**src/rtl/fft_bfly_pipe.sv**
```systemverilog
// -----------------------------------------------------------------------------
// fft_bfly_pipe
//   Pipelined radix-2 DIT complex butterfly:
//     sum = A + B*Wt,  dif = A - B*Wt
//   The twiddle can be conjugated per beat for the inverse transform. Each beat
//   can request a rounded divide-by-2, and results saturate to W bits. A sticky
//   flag reports clipping.
//
//   Pipeline (one global enable, three register stages):
//     stage 1 : full-precision complex product B*Wt (W+TW+1 bits)
//     stage 2 : round product back to sample scale, form a+t and a-t (W+2 bits)
//     stage 3 : optional rounded halving, saturation, output registers
//
// Ports
//   clk, rst              clock, asynchronous active-high reset
//   in_valid / in_ready   input handshake (in_ready is combinational)
//   a_re, a_im            sample A          (signed, W bits)
//   b_re, b_im            sample B          (signed, W bits)
//   tw_re, tw_im          twiddle           (signed Q1.(TW-1))
//   conj                  1 = use conj(tw), sampled with the beat
//   scale                 1 = halve results with rounding, sampled with the beat
//   out_valid / out_ready output handshake
//   sum_re, sum_im        A + B*Wt          (signed, W bits)
//   dif_re, dif_im        A - B*Wt          (signed, W bits)
//   ovf                   sticky saturation flag
//   ovf_clr               synchronous clear of ovf (a same-edge set wins)
// -----------------------------------------------------------------------------
module fft_bfly_pipe #(
    parameter int W  = 16,
    parameter int TW = 16
) (
    input  logic                 clk,
    input  logic                 rst,
    input  logic                 in_valid,
    output logic                 in_ready,
    input  logic signed [W-1:0]  a_re,
    input  logic signed [W-1:0]  a_im,
    input  logic signed [W-1:0]  b_re,
    input  logic signed [W-1:0]  b_im,
    input  logic signed [TW-1:0] tw_re,
    input  logic signed [TW-1:0] tw_im,
    input  logic                 conj,
    input  logic                 scale,
    output logic                 out_valid,
    input  logic                 out_ready,
    output logic signed [W-1:0]  sum_re,
    output logic signed [W-1:0]  sum_im,
    output logic signed [W-1:0]  dif_re,
    output logic signed [W-1:0]  dif_im,
    output logic                 ovf,
    input  logic                 ovf_clr
);

    localparam int PRW = W + TW;        // single product width
    localparam int PW  = W + TW + 1;    // sum of two products
    localparam int SW  = W + 2;         // a +/- t
    localparam int VW  = W + 3;         // headroom for the rounding add

    // Half an LSB of the rounded result, in product units.
    localparam logic signed [PW-1:0] RND  = {{(PW-1){1'b0}}, 1'b1} << (TW - 2);
    localparam logic signed [VW-1:0] ONE  = {{(VW-1){1'b0}}, 1'b1};
    localparam logic signed [VW-1:0] VMAX = {4'b0000, {(W-1){1'b1}}};
    localparam logic signed [VW-1:0] VMIN = {4'b1111, {(W-1){1'b0}}};
    localparam logic signed [W-1:0]  OMAX = {1'b0, {(W-1){1'b1}}};
    localparam logic signed [W-1:0]  OMIN = {1'b1, {(W-1){1'b0}}};

    genvar gi;

    // ------------------------------------------------------------------
    // Global enable: every stage advances together, so a stall freezes
    // the whole pipe and no beat can be lost or duplicated.
    // ------------------------------------------------------------------
    logic en;
    logic out_valid_reg;

    assign en       = !out_valid_reg || out_ready;
    assign in_ready = en;

    // ------------------------------------------------------------------
    // Stage 1: complex product at full precision
    // ------------------------------------------------------------------
    logic signed [PRW-1:0] b_re_x, b_im_x, tw_re_x, tw_im_x;
    logic signed [PRW-1:0] m_rr, m_ii, m_ri, m_ir;
    logic signed [PW-1:0]  rr_x, ii_x, ri_x, ir_x;
    logic signed [PW-1:0]  s1_p_next [2];
    logic signed [W-1:0]   s1_a_next [2];

    assign b_re_x  = {{TW{b_re[W-1]}}, b_re};
    assign b_im_x  = {{TW{b_im[W-1]}}, b_im};
    assign tw_re_x = {{W{tw_re[TW-1]}}, tw_re};
    assign tw_im_x = {{W{tw_im[TW-1]}}, tw_im};

    assign m_rr = b_re_x * tw_re_x;
    assign m_ii = b_im_x * tw_im_x;
    assign m_ri = b_re_x * tw_im_x;
    assign m_ir = b_im_x * tw_re_x;

    assign rr_x = {m_rr[PRW-1], m_rr};
    assign ii_x = {m_ii[PRW-1], m_ii};
    assign ri_x = {m_ri[PRW-1], m_ri};
    assign ir_x = {m_ir[PRW-1], m_ir};

    // Conjugating the twiddle flips the sign of every tw_im term.
    assign s1_p_next[0] = conj ? (rr_x + ii_x) : (rr_x - ii_x);
    assign s1_p_next[1] = conj ? (ir_x - ri_x) : (ri_x + ir_x);
    assign s1_a_next[0] = a_re;
    assign s1_a_next[1] = a_im;

    logic                 s1_valid_reg;
    logic                 s1_scale_reg;
    logic signed [W-1:0]  s1_a_reg [2];
    logic signed [PW-1:0] s1_p_reg [2];

    always_ff @(posedge clk or posedge rst) begin
        if (rst) begin
            s1_valid_reg <= 1'b0;
            s1_scale_reg <= 1'b0;
            for (int i = 0; i < 2; i++) begin
                s1_a_reg[i] <= '0;
                s1_p_reg[i] <= '0;
            end
        end else if (en) begin
            s1_valid_reg <= in_valid;
            if (in_valid) begin
                s1_scale_reg <= scale;
                for (int i = 0; i < 2; i++) begin
                    s1_a_reg[i] <= s1_a_next[i];
                    s1_p_reg[i] <= s1_p_next[i];
                end
            end
        end
    end

    // ------------------------------------------------------------------
    // Stage 2: round-half-up back to sample scale, then add/subtract.
    // Index map used from here on: 0 sum_re, 1 sum_im, 2 dif_re, 3 dif_im.
    // ------------------------------------------------------------------
    logic signed [SW-1:0] s2_v_next [4];

    for (gi = 0; gi < 2; gi++) begin : g_s2
        logic signed [PW-1:0] p_rnd;
        logic signed [PW-1:0] p_sh;
        logic signed [W:0]    t;
        logic signed [SW-1:0] a_x;
        logic signed [SW-1:0] t_x;
        logic                 unused_hi;

        assign p_rnd = s1_p_reg[gi] + RND;
        assign p_sh  = p_rnd >>> (TW - 1);
        assign t     = p_sh[W:0];
        // Only W+1 bits of the shifted product are carried forward.
        assign unused_hi = ^p_sh[PW-1:W+1];

        assign a_x = {{2{s1_a_reg[gi][W-1]}}, s1_a_reg[gi]};
        assign t_x = {t[W], t};

        assign s2_v_next[gi]     = a_x + t_x;
        assign s2_v_next[gi + 2] = a_x - t_x;
    end

    logic                 s2_valid_reg;
    logic                 s2_scale_reg;
    logic signed [SW-1:0] s2_v_reg [4];

    always_ff @(posedge clk or posedge rst) begin
        if (rst) begin
            s2_valid_reg <= 1'b0;
            s2_scale_reg <= 1'b0;
            for (int i = 0; i < 4; i++) begin
                s2_v_reg[i] <= '0;
            end
        end else if (en) begin
            s2_valid_reg <= s1_valid_reg;
            if (s1_valid_reg) begin
                s2_scale_reg <= s1_scale_reg;
                for (int i = 0; i < 4; i++) begin
                    s2_v_reg[i] <= s2_v_next[i];
                end
            end
        end
    end

    // ------------------------------------------------------------------
    // Stage 3: optional rounded halving, then saturate to W bits
    // ------------------------------------------------------------------
    logic signed [W-1:0] sat_v [4];
    logic [3:0]          clip;

    for (gi = 0; gi < 4; gi++) begin : g_s3
        logic signed [VW-1:0] v_x;
        logic signed [VW-1:0] v_sc;

        assign v_x  = {s2_v_reg[gi][SW-1], s2_v_reg[gi]};
        assign v_sc = s2_scale_reg ? ((v_x + ONE) >>> 1) : v_x;

        assign clip[gi]  = (v_sc > VMAX) || (v_sc < VMIN);
        assign sat_v[gi] = (v_sc > VMAX) ? OMAX :
                           (v_sc < VMIN) ? OMIN : v_sc[W-1:0];
    end

    // A clip only counts when a real beat actually moves into the outputs.
    logic ovf_reg;
    logic ovf_set;
    logic ovf_next;

    assign ovf_set  = en && s2_valid_reg && (|clip);
    assign ovf_next = ovf_set || (ovf_reg && !ovf_clr);

    logic signed [W-1:0] out_v_reg [4];

    always_ff @(posedge clk or posedge rst) begin
        if (rst) begin
            out_valid_reg <= 1'b0;
            ovf_reg       <= 1'b0;
            for (int i = 0; i < 4; i++) begin
                out_v_reg[i] <= '0;
            end
        end else begin
            ovf_reg <= ovf_next;
            if (en) begin
                out_valid_reg <= s2_valid_reg;
                // Bubbles advance the valid bit but leave the data outputs alone.
                if (s2_valid_reg) begin
                    for (int i = 0; i < 4; i++) begin
                        out_v_reg[i] <= sat_v[i];
                    end
                end
            end
        end
    end

    assign out_valid = out_valid_reg;
    assign ovf       = ovf_reg;
    assign sum_re    = out_v_reg[0];
    assign sum_im    = out_v_reg[1];
    assign dif_re    = out_v_reg[2];
    assign dif_im    = out_v_reg[3];

endmodule

```
**config.mk**
```make
export PLATFORM = sky130hd
export DESIGN_NAME = fft_bfly_pipe
export DESIGN_NICKNAME = d
export VERILOG_FILES = /design/src/rtl/fft_bfly_pipe.sv
export SDC_FILE = /design/constraint.sdc
export NUM_CORES = 2
export LEC_CHECK = 0
export BUFFER_PORTS_ARGS = -buffer_cell sky130_fd_sc_hd__buf_2
export CORE_ASPECT_RATIO = 0.8
export CORE_UTILIZATION = 50
export CTS_CLUSTER_SIZE = 30
export DETAILED_ROUTE_END_ITERATION = 8
export GPL_TIMING_DRIVEN = 0
export HOLD_SLACK_MARGIN = 0.03
export PLACE_DENSITY_LB_ADDON = 0.15
export SYNTH_ARGS = -nofsm -noshare
export SYNTH_HDL_FRONTEND = slang
export SYNTH_SLANG_ARGS = --single-unit
```
**constraint.sdc**
```tcl
create_clock -name clk -period 6.08 [get_ports clk]
set_clock_uncertainty 0.05 [all_clocks]
set_input_delay 0.608 -clock clk [delete_from_list [all_inputs] [get_ports clk]]
set_output_delay 0.608 -clock clk [all_outputs]
set_load 0.02 [all_outputs]
```
==> summary.md <==
| Metric | Value |
|---|---|
| TritonCTS clock tree | `built` |
| Slowest stage cell, crit path | `fa_2` |
| Startpoint type of the worst setup path | `primary input` |
| Reg2reg setup slack | `1.28 ns` |
| Worst Max-Slew Pin Slew | `1.40 ns` |
| Sink Count | `around 210` |
| Nets | `8,552` |
| Ys async rst share | `1.00` |
| Core ar. | `approximately 110,000 um^2` |
| Port Buffer Count | `~170` |
| Violated checks | `setup timing` |
| Fmax | `about 120 MHz` |
| Syn_nets | `8,178` |
| Hold WC Path Type | `in2async` |
| Worst path max stage delay | `about 0.57 ns` |
| Min Tclk post-route | `just under 9 ns` |
| Max transition margin | `0.0667` |
| Detailed-route wire length | `just over 200 mm` |
| Final worst setup slack | `-2.56 ns` |
| Rows | `109` |
| Worst setup startpoint | `tw_im[4]` |
| FF-to-FF Start | `s1_p_reg[48]` |
| Routed WL per cell | `approximately 25 um` |
| Reg2reg path depth | `16` |
| Clock Path Buffers | `3` |
| Largest register FFs | `70` |
| Reg clk slew, reported paths | `0.09 ns` |
| Initial DRC Count | `4,858` |
| Critical path arrival | `~9.0 ns` |
| Vias per cell | `between 5 and 6` |
| Crit. End Element | `flop` |
| Number of clock buffers inserted by TritonCTS | `20` |
| Yosys reg bits | `between 200 and 250` |
| R2R Path End | `g_s3[2].v_x[16]` |
| Final hold violations | `0` |
| Vias in the first global route | `47,200` |
| Largest net degree at the start of global routing | `40` |
| Top cell type's share of synthesized area | `0.374` |
| Vias | `47,600` |
| 1st-pass router iterations | `6` |
| Die area | `114,000 um^2` |
| Peak fanout along the critical path | `5` |
| Netlist cell types | `85` |
| Clk_lat worst skew | `0.55 ns` |
| # IOs | `170` |
| First-pass GRT wire length | `around 300 mm` |
| Synth Area per Inst | `approximately 8.6 um^2` |
| Synth Instances | `around 6,600` |
| Unrepaired setup endpoints after global routing | `true` |
| Seq/Total Area, Yosys | `0.0925` |
| Die height | `approximately 300 um` |
| Gr ovfl total | `0` |
| Area leader, netlist | `fa_1` |
| Initial Util | `0.507` |
| Root Buffer | `clkbuf_16` |
| DRC | `0` |
| Ys flop type | `dfrtp_1` |
| Top cells by area, synth | `fa_1, ha_1, dfrtp_1, inv_1, nand2_1` |
| Crit path required time | `~6.4 ns` |
| Setup CP Type | `in2reg` |
| Initial antenna violation count | `20` |
| Die Wd | `~380 um` |
| GRT Overall Usage | `0.369` |
| Number of synthesized flops with an enable pin | `0` |
| Syn Std Cell Area | `between 50,000 and 60,000 um^2` |
| Setup crit end | `s1_p_reg[31]` |
| Final HPWL DP | `172 mm` |
| GP Congestion | `~1.0` |
| Final Hold Slack | `~0.14 ns` |
| CTS H-tree lvls | `1` |
| Fraction of layout cells with a size suffix above 1 | `0.133` |
| Status | `finished with violations` |
| Synth warn | `0` |
| Tcrit/Tclk final | `1.42` |
| Crit-path most repeated cell | `fa_1` |
| Fin. max-slew vios | `0` |
| Max cap viols | `0` |
| Post-route ant nets | `0` |
| Final setup violation count | `36` |
| Area Overhead vs Synth | `16.7%` |
## routing by layer
layer	up-vias	GRT usage	wire length, um
met2	2300	0.499	81100
met3	385	0.125	27200
met5	-	0	109
li1	21000	-	-
met4	14	0.122	8720
met1	23800	0.548	90600
## stage by stage
step	area (um^2)	utilization	TNS, ns	cells	setup slack, ns
floorplan	56900	-	-45.87	6554	-2.45
global placement	59600	0.537	-113.76	8221	-4.34
detailed placement	59700	0.538	-116.21	8226	-4.47
CTS	64400	0.580	-60.55	8374	-2.65
global route	65600	0.591	-69.31	8444	-2.83
finish	65700	0.591	-62.41	8451	-2.56
## cells in the final DEF, fill, tap and decap left out, drive strengths merged, types with 43 or more instances in the layout
cell type	n
a21o	50
buf	374
and2	447
xnor2	221
dfrtp	208
clkbuf	304
o21ai	260
a21oi	284
nor2	198
o211ai	43
xor2	96
fa	1052
nand2	948
nor3	63
inv	1276
nand3	92
nand2b	90
ha	469
## worst min-delay path by stage
stage | cells after the start | start | endpoint
after floorplan | 2 | s2_valid_reg | out_valid
after global placement | 2 | dif_re[14] | dif_re[14]
after detailed placement | 2 | s2_valid_reg | out_valid
after CTS | 2 | rst | s1_p_reg[53]
after global routing | 2 | ovf_clr | ovf
final | 2 | rst | s1_p_reg[53]
## worst max-delay path, delay by kind of cell
family / cells / cell delay (ns)
AOI/OAI and AO/OA: 7 / 1.36
xor gates and xnor gates: 5 / 1.07
adders and majority gates: 8 / 3.59
buffers and inverters: 8 / 0.99
and+or+nand+nor: 7 / 1.31
## Yosys cell counts, types with 5 or more instances
cell and n:
a2111oi_0 7, a211o_1 15, a211oi_1 19, a21o_1 50
a21oi_1 284, a311oi_1 6, a31oi_1 32, and2_1 447
and3_1 36, and4_1 8, buf_1 8, clkbuf_1 289
dfrtp_1 208, fa_1 1052, ha_1 469, inv_1 1275
mux2_2 7, mux2i_1 11, nand2_1 948, nand2b_1 90
nand3_1 92, nand4_1 23, nor2_1 198, nor2b_1 29
nor3_1 63, nor3b_1 9, nor4_1 10, o2111ai_1 10
o211ai_1 43, o21a_1 40, o21ai_0 240, o21ai_1 18
o21bai_1 35, o22ai_1 5, o311ai_1 5, o31a_1 10
o31ai_1 17, o41ai_1 8, or2_2 13, or3_1 14
or4_1 7, xnor2_1 221, xor2_1 96
## area by class of cell
type                    count  area (um^2)
multi-input cells        4771        47200
clock inverters             9          134
well taps                1498         1870
plain buffers             292         3120
fillers                 10000        45400
diodes                     11         27.5
flip-flops and latches    208         5200
clock buffers              27          598
inverters                1276         4800
repair buffers            359         2700
## timing repair
item,4_1_cts,5_1_grt
setup endpoints to repair,36,36
endpoints found under the hold margin,0,0
pin swaps,119,75
hold buffers,0,0
buffers inserted,116,65
resized for setup,620,221
gates cloned,3,2
## cells by family (layout without fill, tap and decap cells)
group	count (synthesis)	after routing	share of synthesized area
buffers and inverters	1575	1963	0.105
flip-flops	208	208	0.0925
AND/OR/NAND/NOR	2006	2006	0.171
adder cells (fa/ha/maj)	1521	1521	0.479
other	0	11	0
multiplexers	18	18	0.00336
XOR/XNOR	317	317	0.0493
AO/OA/AOI/OAI	909	909	0.100
Power is left out: the tool's default activity adds up to more than one toggle a clock period on the data nets, which glitch-free logic cannot reach.
